$ cat src/rtl/niu_tx_mux_arb_pkg.sv
// Shared types and helpers for the NIU TX packet mux.
// Latency: n/a (declarations only).
// Backpressure: n/a.
package niu_tx_mux_arb_pkg;

  // Arbiter/transfer state: pick a source, forward its packet, or discard the overlong tail.
  typedef enum logic [1:0] {
    ST_IDLE  = 2'd0,
    ST_XFER  = 2'd1,
    ST_DRAIN = 2'd2
  } state_e;

  // 1518-byte frame carried on a 64-bit bus.
  localparam int MAX_FRAME_BEATS = 190;

  // Ceiling log2 with a floor of 1 so one-entry selects still get a real bit.
  function automatic int clog2(input int value);
    int r;
    r = 0;
    while ((1 << r) < value) r++;
    return (r < 1) ? 1 : r;
  endfunction

endpackage

$ cat src/rtl/niu_rr_arbiter.sv
// Round-robin pick: first requester at or after i_rr_ptr, wrapping modulo N_CH.
// Latency: purely combinational.
// Backpressure: none; caller decides when to sample the grant.
module niu_rr_arbiter
  import niu_tx_mux_arb_pkg::*;
#(
  parameter  int N_CH  = 4,
  localparam int IDX_W = clog2(N_CH)
) (
  input  logic [N_CH-1:0]  i_req,
  input  logic [IDX_W-1:0] i_rr_ptr,
  output logic [IDX_W-1:0] o_gnt_idx,
  output logic             o_gnt_valid
);

  logic             w_any_lo;
  logic             w_any_hi;
  logic [IDX_W-1:0] w_idx_lo;
  logic [IDX_W-1:0] w_idx_hi;

  // Lowest requester overall is the wrap-around fallback; lowest at/above the pointer wins.
  always_comb begin
    w_any_lo = 1'b0;
    w_any_hi = 1'b0;
    w_idx_lo = '0;
    w_idx_hi = '0;
    for (int i = N_CH - 1; i >= 0; i--) begin
      if (i_req[i]) begin
        w_any_lo = 1'b1;
        w_idx_lo = IDX_W'(i);
        if (IDX_W'(i) >= i_rr_ptr) begin
          w_any_hi = 1'b1;
          w_idx_hi = IDX_W'(i);
        end
      end
    end
    o_gnt_valid = w_any_lo;
    o_gnt_idx   = w_any_hi ? w_idx_hi : w_idx_lo;
  end

endmodule

$ cat src/rtl/niu_tx_mux_arb.sv
// N-channel AXIS TX arbiter: packet-atomic round-robin merge with max-length truncation.
// Latency: 1 idle cycle to arbitrate, then zero-latency combinational data path.
// Backpressure: m_axis_tready passes straight to the granted channel; others held off.
module niu_tx_mux_arb
  import niu_tx_mux_arb_pkg::*;
#(
  parameter  int N_CH      = 4,
  parameter  int DATA_W    = 64,
  parameter  int MAX_BEATS = MAX_FRAME_BEATS,
  parameter  int CNT_W     = 32,
  localparam int KEEP_W    = DATA_W / 8,
  localparam int IDX_W     = clog2(N_CH)
) (
  input  logic                    clk156,
  input  logic                    reset,
  input  logic [N_CH-1:0]         ch_en,
  input  logic [N_CH*DATA_W-1:0]  s_axis_tdata,
  input  logic [N_CH*KEEP_W-1:0]  s_axis_tkeep,
  input  logic [N_CH-1:0]         s_axis_tvalid,
  input  logic [N_CH-1:0]         s_axis_tlast,
  output logic [N_CH-1:0]         s_axis_tready,
  output logic [DATA_W-1:0]       m_axis_tdata,
  output logic [KEEP_W-1:0]       m_axis_tkeep,
  output logic                    m_axis_tvalid,
  output logic                    m_axis_tlast,
  input  logic                    m_axis_tready,
  output logic [IDX_W-1:0]        grant_ch,
  output logic                    busy,
  output logic [N_CH-1:0]         trunc_err,
  input  logic                    err_clr,
  output logic [N_CH*CNT_W-1:0]   pkt_cnt
);

  localparam int BEAT_W = clog2(MAX_BEATS + 1);

  state_e                       r_state;
  state_e                       w_state_nxt;
  logic [IDX_W-1:0]             r_rr_ptr;
  logic [IDX_W-1:0]             r_grant;
  logic [BEAT_W-1:0]            r_beat_cnt;
  logic [N_CH-1:0][CNT_W-1:0]   r_pkt_cnt;
  logic [N_CH-1:0]              r_trunc_err;

  logic [N_CH-1:0][DATA_W-1:0]  w_tdata_arr;
  logic [N_CH-1:0][KEEP_W-1:0]  w_tkeep_arr;
  logic [DATA_W-1:0]            w_g_tdata;
  logic [KEEP_W-1:0]            w_g_tkeep;
  logic                         w_g_tvalid;
  logic                         w_g_tlast;
  logic [N_CH-1:0]              w_req;
  logic [IDX_W-1:0]             w_arb_idx;
  logic                         w_arb_vld;
  logic                         w_at_max;
  logic                         w_xfer_hs;
  logic                         w_pkt_end;
  logic                         w_trunc;
  logic [IDX_W-1:0]             w_grant_inc;

  // Granted channel's view of the input bundle.
  assign w_tdata_arr = s_axis_tdata;
  assign w_tkeep_arr = s_axis_tkeep;
  assign w_g_tdata   = w_tdata_arr[r_grant];
  assign w_g_tkeep   = w_tkeep_arr[r_grant];
  assign w_g_tvalid  = s_axis_tvalid[r_grant];
  assign w_g_tlast   = s_axis_tlast[r_grant];

  // Disabled channels never compete, even with data waiting.
  assign w_req = ch_en & s_axis_tvalid;

  niu_rr_arbiter #(.N_CH(N_CH)) u_rr_arbiter (
    .i_req       (w_req),
    .i_rr_ptr    (r_rr_ptr),
    .o_gnt_idx   (w_arb_idx),
    .o_gnt_valid (w_arb_vld)
  );

  // Beat MAX_BEATS of a packet always closes it; anything beyond is drained.
  assign w_at_max    = (r_beat_cnt == BEAT_W'(MAX_BEATS - 1));
  assign w_xfer_hs   = (r_state == ST_XFER) && w_g_tvalid && m_axis_tready;
  assign w_pkt_end   = w_xfer_hs && (w_g_tlast || w_at_max);
  assign w_trunc     = w_xfer_hs && !w_g_tlast && w_at_max;
  assign w_grant_inc = (r_grant == IDX_W'(N_CH - 1)) ? '0 : r_grant + 1'b1;

  assign grant_ch  = r_grant;
  assign trunc_err = r_trunc_err;
  assign pkt_cnt   = r_pkt_cnt;

  // State register.
  always_ff @(posedge clk156) begin
    if (reset) r_state <= ST_IDLE;
    else       r_state <= w_state_nxt;
  end

  // Next state: arbitrate in IDLE, leave XFER on last or forced last, leave DRAIN on source last.
  always_comb begin
    w_state_nxt = r_state;
    case (r_state)
      ST_IDLE:  if (w_arb_vld) w_state_nxt = ST_XFER;
      ST_XFER: begin
        if (w_xfer_hs) begin
          if (w_g_tlast)     w_state_nxt = ST_IDLE;
          else if (w_at_max) w_state_nxt = ST_DRAIN;
        end
      end
      ST_DRAIN: if (w_g_tvalid && w_g_tlast) w_state_nxt = ST_IDLE;
      default:  w_state_nxt = ST_IDLE;
    endcase
  end

  // Outputs: mux granted source in XFER, sink its tail in DRAIN, everything quiet in IDLE.
  always_comb begin
    s_axis_tready = '0;
    m_axis_tdata  = '0;
    m_axis_tkeep  = '0;
    m_axis_tvalid = 1'b0;
    m_axis_tlast  = 1'b0;
    busy          = 1'b0;
    case (r_state)
      ST_XFER: begin
        s_axis_tready[r_grant] = m_axis_tready;
        m_axis_tdata  = w_g_tdata;
        m_axis_tkeep  = w_g_tkeep;
        m_axis_tvalid = w_g_tvalid;
        m_axis_tlast  = w_g_tlast | w_at_max;
        busy          = 1'b1;
      end
      ST_DRAIN: begin
        s_axis_tready[r_grant] = 1'b1;
        busy = 1'b1;
      end
      default: ;
    endcase
  end

  // Grant capture, beat counting and round-robin pointer advance after each emitted packet.
  always_ff @(posedge clk156) begin
    if (reset) begin
      r_grant    <= '0;
      r_rr_ptr   <= '0;
      r_beat_cnt <= '0;
    end else begin
      if (r_state == ST_IDLE && w_arb_vld) begin
        r_grant    <= w_arb_idx;
        r_beat_cnt <= '0;
      end else if (w_xfer_hs) begin
        r_beat_cnt <= r_beat_cnt + 1'b1;
      end
      if (w_pkt_end) r_rr_ptr <= w_grant_inc;
    end
  end

  // Per-channel packet counters (free-running wrap) and sticky truncation flags; a new flag beats a clear.
  always_ff @(posedge clk156) begin
    if (reset) begin
      r_pkt_cnt   <= '0;
      r_trunc_err <= '0;
    end else begin
      for (int i = 0; i < N_CH; i++) begin
        if (w_pkt_end && r_grant == IDX_W'(i)) r_pkt_cnt[i] <= r_pkt_cnt[i] + 1'b1;
        if (w_trunc && r_grant == IDX_W'(i)) r_trunc_err[i] <= 1'b1;
        else if (err_clr)                    r_trunc_err[i] <= 1'b0;
      end
    end
  end

endmodule

$ cat config.mk
export PLATFORM = sky130hd
export DESIGN_NAME = niu_tx_mux_arb
export DESIGN_NICKNAME = d
export VERILOG_FILES = /design/src/rtl/niu_tx_mux_arb_pkg.sv /design/src/rtl/niu_rr_arbiter.sv /design/src/rtl/niu_tx_mux_arb.sv
export SDC_FILE = /design/constraint.sdc
export NUM_CORES = 1
export LEC_CHECK = 0
export ABC_AREA = 1
export CORE_MARGIN = 2
export CORE_UTILIZATION = 30
export DETAILED_ROUTE_END_ITERATION = 12
export PLACE_DENSITY = 0.59
export REMOVE_ABC_BUFFERS = 1
export SETUP_SLACK_MARGIN = 0.05
export SLEW_MARGIN = 20
export SYNTH_ARGS = -nofsm -noshare
export SYNTH_HDL_FRONTEND = slang
export SYNTH_SLANG_ARGS = --single-unit
$ cat constraint.sdc
create_clock -name clk156 -period 2.5 [get_ports clk156]
set_input_delay 0.5 -clock clk156 [delete_from_list [all_inputs] [get_ports clk156]]
set_output_delay 0.5 -clock clk156 [all_outputs]
set_load 0.01 [all_outputs]
Yosys cells after proc, flatten, opt, wreduce, memory -nomap -nowiden. Cells that the tools add are included.

Output and inout bits: 213. Memories kept: 0. Input bits: 304. Bits in read-only memories: 0. Register bits: 146. RAM bits: 0. Word-level logic and storage cells: 117. Bits in latches: 0.

Add/subtract/negate cells: 6. Reductions and logical operators: 27. $lt $le $gt $ge: 6. Multiplexer cells: 53. Div/mod/pow operators: 0. $mul: 0. Eq/ne operators: 10. Bitwise operators: 3. Shifts and indexed selects: 0.

Operators by type and width (number): $add A32 B1 Y32 const B (4); $bmux W64 S2 (1); $mux W64 (2); $mux W2 (19); $mux W1 (23); $bmux W8 S2 (1); $logic_and A1 B1 Y1 (16); $mux W8 (2); $add A8 B1 Y8 const B (1); $and A4 B4 Y4 (2); $eq A8 B8 Y1 const B (1); $pmux W4 S2 (1); $reduce_bool A2 Y1 (4); $eq A2 B2 Y1 const B (3); $ne A2 B2 Y1 const B (3); $pmux W2 S3 (1); $bmux W1 S2 (2); $eq A2 B1 Y1 const B (2); $ge A1 B2 Y1 const A (2); $ge A2 B2 Y1 const A (2); $logic_not A2 Y1 (2); $reduce_and A4 Y1 (1); $reduce_or A2 Y1 (2); $lt A2 B3 Y1 const B (1); 7 further kinds (7).

Longest topological paths before layout.
Depth after elaboration: 10. Depth in mapped cells: 12. Mapped depth without buffers: 11.

Cells and area by module. Synthesis repeated with hierarchy kept, for this count alone.

Cells, all modules: 2078. Area, all modules: 11322.1 µm².

Modules (own cells, without submodules): niu_tx_mux_arb (cells an instance 2057, area each 11238.3 µm², sequential area each 2922.8 µm², times used 1); niu_rr_arbiter (cells an instance 21, area each 83.8 µm², sequential area each 0.0 µm², times used 1).

Worst setup path before layout. Ideal clock, no wire load.

Path type: register -> output. From: register r_grant[0], in the netlist grant_ch[0]. To: output port s_axis_tready[0]. Setup slack: 0.525 ns. Buffers on the path: 3. Arrival time: 1.475 ns. Required time: 2.000 ns. Cell stages (with the launch flop): 8. Cell sequence: dfxtp_1 buf_6 inv_4 buf_2 clkbuf_1 ha_1 inv_1 nor2_1.

Longest elaborated chain between the ends: 6. Elaborated cells between the ends (all ways): 7.

Ends and longest elaborated chain: start, declared (line niu_tx_mux_arb.sv:39) `logic [IDX_W-1:0] r_grant;`; start signal, assigned (line niu_tx_mux_arb.sv:143) `r_grant <= w_arb_idx;`; $lt A2 B3 Y1 (implied by the code) or $ge A2 B1 Y1 (tied branches) (line niu_tx_mux_arb.sv:120, niu_tx_mux_arb.sv:128); $logic_and A1 B1 Y1 (implied by the code) (line niu_tx_mux_arb.sv:120, niu_tx_mux_arb.sv:128); $mux W1 (implied by the code) (line niu_tx_mux_arb.sv:120, niu_tx_mux_arb.sv:128); $demux W1 S2 (*) (line niu_tx_mux_arb.sv:120, niu_tx_mux_arb.sv:128); $and A4 B4 Y4 (no source line); $pmux W4 S2 (*) (line niu_tx_mux_arb.sv:118) `case (r_state)`; end, declared (line niu_tx_mux_arb.sv:21) `output logic [N_CH-1:0] s_axis_tready,`.

Mark *: on every way between the ends. The rest lies on a longest branch, timed or not.

Worst setup path after layout.
From: register r_grant[0], in the netlist grant_ch[0]. To: output port m_axis_tkeep[0].

Longest elaborated chain between the ends: 3.

Ends and longest elaborated chain: $bmux W8 S2 (line niu_tx_mux_arb.sv:63) `assign w_g_tkeep = w_tkeep_arr[r_grant];`; $mux W8 (implied by the code) (line niu_tx_mux_arb.sv:63); $mux W8 (line niu_tx_mux_arb.sv:118); end, declared (line niu_tx_mux_arb.sv:23) `output logic [KEEP_W-1:0] m_axis_tkeep,`.

Every way passes these cells. The select of a mux whose other input is x is not followed.

==> flow_summary_export.csv <==
group,metric,value,unit
logic_synthesis,synth.avg_cell_area,5.49,µm²
sta,min_period,2.43,ns
final_layout,fin_util,0.484,
floorplanning,coreArea,37600,µm²
worst_setup_path,max_stage_delay,0.37,ns
pwr,pwr_density_cell,548,nW/µm²
place,dp_hpwl,42000,µm
logic_synthesis,synthCells,2077,
logic_synthesis,synth_most_common_cell,"nand2_1",
worst_setup_path,cp_max_fo,14,
global_routing,track_usage,0.272,
place,portBuffers,516,
logic_synthesis,seq_area_frac_synth,0.256,
logic_synthesis,async_reset_ff_frac,0,
clock_tree,clock_latency,0.43,ns
logic_synthesis,synth_area_leaders,"dfxtp_1, nand2_1, nor2_1",
global_routing,overflow,0,
floorplanning,rows,71,
worst_setup_path,critPathLaunchType,"flop",
worst_setup_path,r2r_slack,0.24,ns
worst_hold_path,hp-class,"flop to flop",
detailed_routing,via_per_inst,4.86,
logic_synthesis,syn-cell-area,11400,µm²
clock_tree,root_buffer,"clkbuf_16",
worst_setup_path,timing.critical_path.buf_inv,5,
floorplanning,dieArea,39600,µm²
detailed_routing,drtIter0Drc,738,
global_routing,grt_pass1_vias,14000,
sta,timing.slew.headroom,0.635,
worst_setup_path,arrival,1.93,ns
sta,fmax,412,MHz
run,cap_viol_max_count,0,
place,routabilityCongestion,1.02,
sta,period_share,0.971,
sta,slew_violations,0,
worst_hold_path,min_to,"r_beat_cnt[4]$_SDFFE_PP0P_",
worst_setup_path,endpoint_kind,"output pin",
worst_setup_path,critPathKind,"flop to output pin",
logic_synthesis,synth_warnings,0,
sta,hold_violations,0,
worst_setup_path,rr_startpoint,"grant_ch[0]$_SDFFE_PP0P_",
logic_synthesis,synth_cell_types,32,
clock_tree,clkTransAtPathRegs,0.06,ns
detailed_routing,drc,0,
clock_tree,cts_tree,"done",
worst_hold_path,whs_path_depth,2,
sta,clock_skew,0.0138,ns
worst_setup_path,crit_chain,"buf_12, inv_12, bufbuf_16, o21ai_0, a21oi_1, buf_4, buf_2",
pwr,ir_drop,353,µV
final_layout,drive_gt1_frac,0.0799,
detailed_routing,drt-wirelength-per-cell,17.6,µm
floorplanning,dieHeight,199,µm
worst_setup_path,required,2.00,ns
global_routing,antenna_found_initial,6,
logic_synthesis,synth_top_area_share,0.256,
final_layout,area_growth_syn_to_layout,59.4,%
logic_synthesis,synth_edf_count,0,
clock_tree,cts_buffer_depth,2,
global_routing,grt_pass1_wl,82100,µm
detailed_routing,vias,15100,
floorplanning,io_pins,517,
detailed_routing,routed_wl,54900,µm
logic_synthesis,synth_top_area_cell,"dfxtp_1",
clock_tree,holdBufCountCts,0,
worst_setup_path,critPathTopFamily,"buffers and inverters",
logic_synthesis,ys_ff_latch,146,
logic_synthesis,ys.flop_type,"dfxtp_1",
detailed_routing,dr.pass1.iters,5,
logic_synthesis,synth.top_cells.by_count,"nand2_1, nor2_1, a21oi_1, o21ai_0, dfxtp_1",
sta,final.setup.tns,0,ns
sta,worst_slew_pin_slew,0.545,ns
worst_setup_path,slowest_stage,"dfxtp_4",
clock_tree,numCtsBuffers,17,
floorplanning,initial_core_util,0.303,
worst_hold_path,min_from,"r_beat_cnt[4]$_SDFFE_PP0P_",
final_layout,fillers,3942,
worst_setup_path,reg2reg_depth,13,
final_layout,fin_nets,2908,
global_routing,grt_max_degree,63,
clock_tree,cts_num_sinks,146,
floorplanning,chipWidth,199,µm
status,status,"completed",
sta,rsz0062_at_grt,"yes",
pwr,leakage,6.80,nW
sta,setup_violations,0,
worst_setup_path,rr_endpoint,"pkt_cnt[11]$_SDFFE_PP0P_",
detailed_routing,ant_nets,0,
clock_tree,cts-htree-levels,4,
layout make-up:
| class | instances | area [µm²] | area share |
|---|---|---|---|
| flip-flops and latches | 146 | 2930 | 0.161 |
| multi-input cells | 1766 | 7830 | 0.431 |
| repair buffers | 589 | 5840 | 0.322 |
| clock buffers | 21 | 492 | 0.0271 |
| well taps | 511 | 639 | 0.0352 |
| clock inverters | 10 | 146 | 0.00806 |
| inverters | 70 | 283 | 0.0156 |
| diodes | 3 | 7.51 | 0.000413 |
cells by family (layout without fill, tap and decap cells):
kind of cell / Yosys count / after routing / share of synthesized area
xor+xnor: 32 / 32 / 0.0246
fa+ha+maj: 14 / 14 / 0.0154
simple gates: 1351 / 1351 / 0.476
compound gates: 369 / 369 / 0.163
buf+inv: 165 / 690 / 0.0643
flops: 146 / 146 / 0.256
other cells: 0 / 3 / 0
report_power, final:
part,internal (W),switching (W)
registers,0.00237,0.0000418
clock network,0.00171,0.00108
logic,0.00213,0.00263
total,0.00620,0.00376
cells in the final DEF (no fill, tap or decap), types with 3 or more instances in the layout:
cell	instances
clkbuf_2	19
a21oi_1	203
nand4_1	3
dfxtp_1	142
clkbuf_8	3
nand2_1	664
clkdlybuf4s50_1	437
o21ai_1	24
clkdlybuf4s15_1	5
xor2_1	26
inv_1	63
nor2_1	559
buf_12	18
clkinvlp_4	4
o21ai_2	6
a21oi_2	4
buf_2	33
o21ai_0	129
buf_6	10
bufinv_16	3
inv_2	4
diode_2	3
clkbuf_16	18
nor3_1	11
xnor2_1	6
bufbuf_16	4
nand3_1	44
dlygate4sd2_1	12
nand3b_1	52
nand3_4	3
inv_6	3
nor2_2	7
buf_4	44
ha_1	10
how the worst max path moves through the flow:
stage	to	depth (start not counted)	startpoint
after floorplan	pkt_cnt[100]$_SDFFE_PP0P_	9	grant_ch[0]$_SDFFE_PP0P_
after global placement	m_axis_tdata[5]	7	s_axis_tdata[5]
after detailed placement	m_axis_tdata[5]	7	s_axis_tdata[5]
after CTS	s_axis_tready[0]	6	grant_ch[0]$_SDFFE_PP0P_
after global routing	m_axis_tlast	8	grant_ch[0]$_SDFFE_PP0P_
final	m_axis_tkeep[0]	7	grant_ch[0]$_SDFFE_PP0P_
registers in the layout, indices dropped and copies added (netlist names):
register,flops
pkt_cnt,128
r_state,2
grant_ch,2
r_rr_ptr,2
r_beat_cnt,8
trunc_err,4
worst register-to-register path, stage by stage, from the launching register on:
cell	delay [ns]
dfxtp_4	0.37
buf_12	0.15
inv_12	0.12
bufbuf_16	0.31
nand2_1	0.07
nand3_1	0.08
nand2_2	0.10
buf_4	0.17
nand2_4	0.13
nand3_4	0.12
inv_4	0.30
nand3_1	0.13
nand2_1	0.08
nor2_1	0.04
through the flow:
step           hold WS (ns)  setup slack [ns]  instance area, µm²  power [W]  instances
5_1_grt               0.462           -0.0270               18200     0.0105       3115
6_report              0.445            0.0735               18200    0.00996       3116
4_1_cts               0.449           -0.0791               18300     0.0101       3114
2_1_floorplan         0.421             -3.02               10900    0.00440       1982
3_5_place_dp          0.441            -0.197               17300    0.00693       3062
3_3_place_gp          0.430            -0.207               17300    0.00693       3062
routing by layer:
metal	track usage	up-vias	share of wire
met5	0	-	0.00075
met4	0.0757	6	0.024
met3	0.0544	64	0.066
met2	0.470	516	0.48
met1	0.342	6877	0.43
li1	-	7672	-
timing repair:
| item | CTS | global route |
|---|---|---|
| setup buffers | 14 | 1 |
| cloned | 7 | 0 |
| gates resized for setup | 229 | 96 |
| pin swaps | 10 | 14 |
| endpoints found under the hold margin | 0 | 0 |
| setup endpoints to repair | 78 | 71 |
Power figures use the tool's default switching activity.
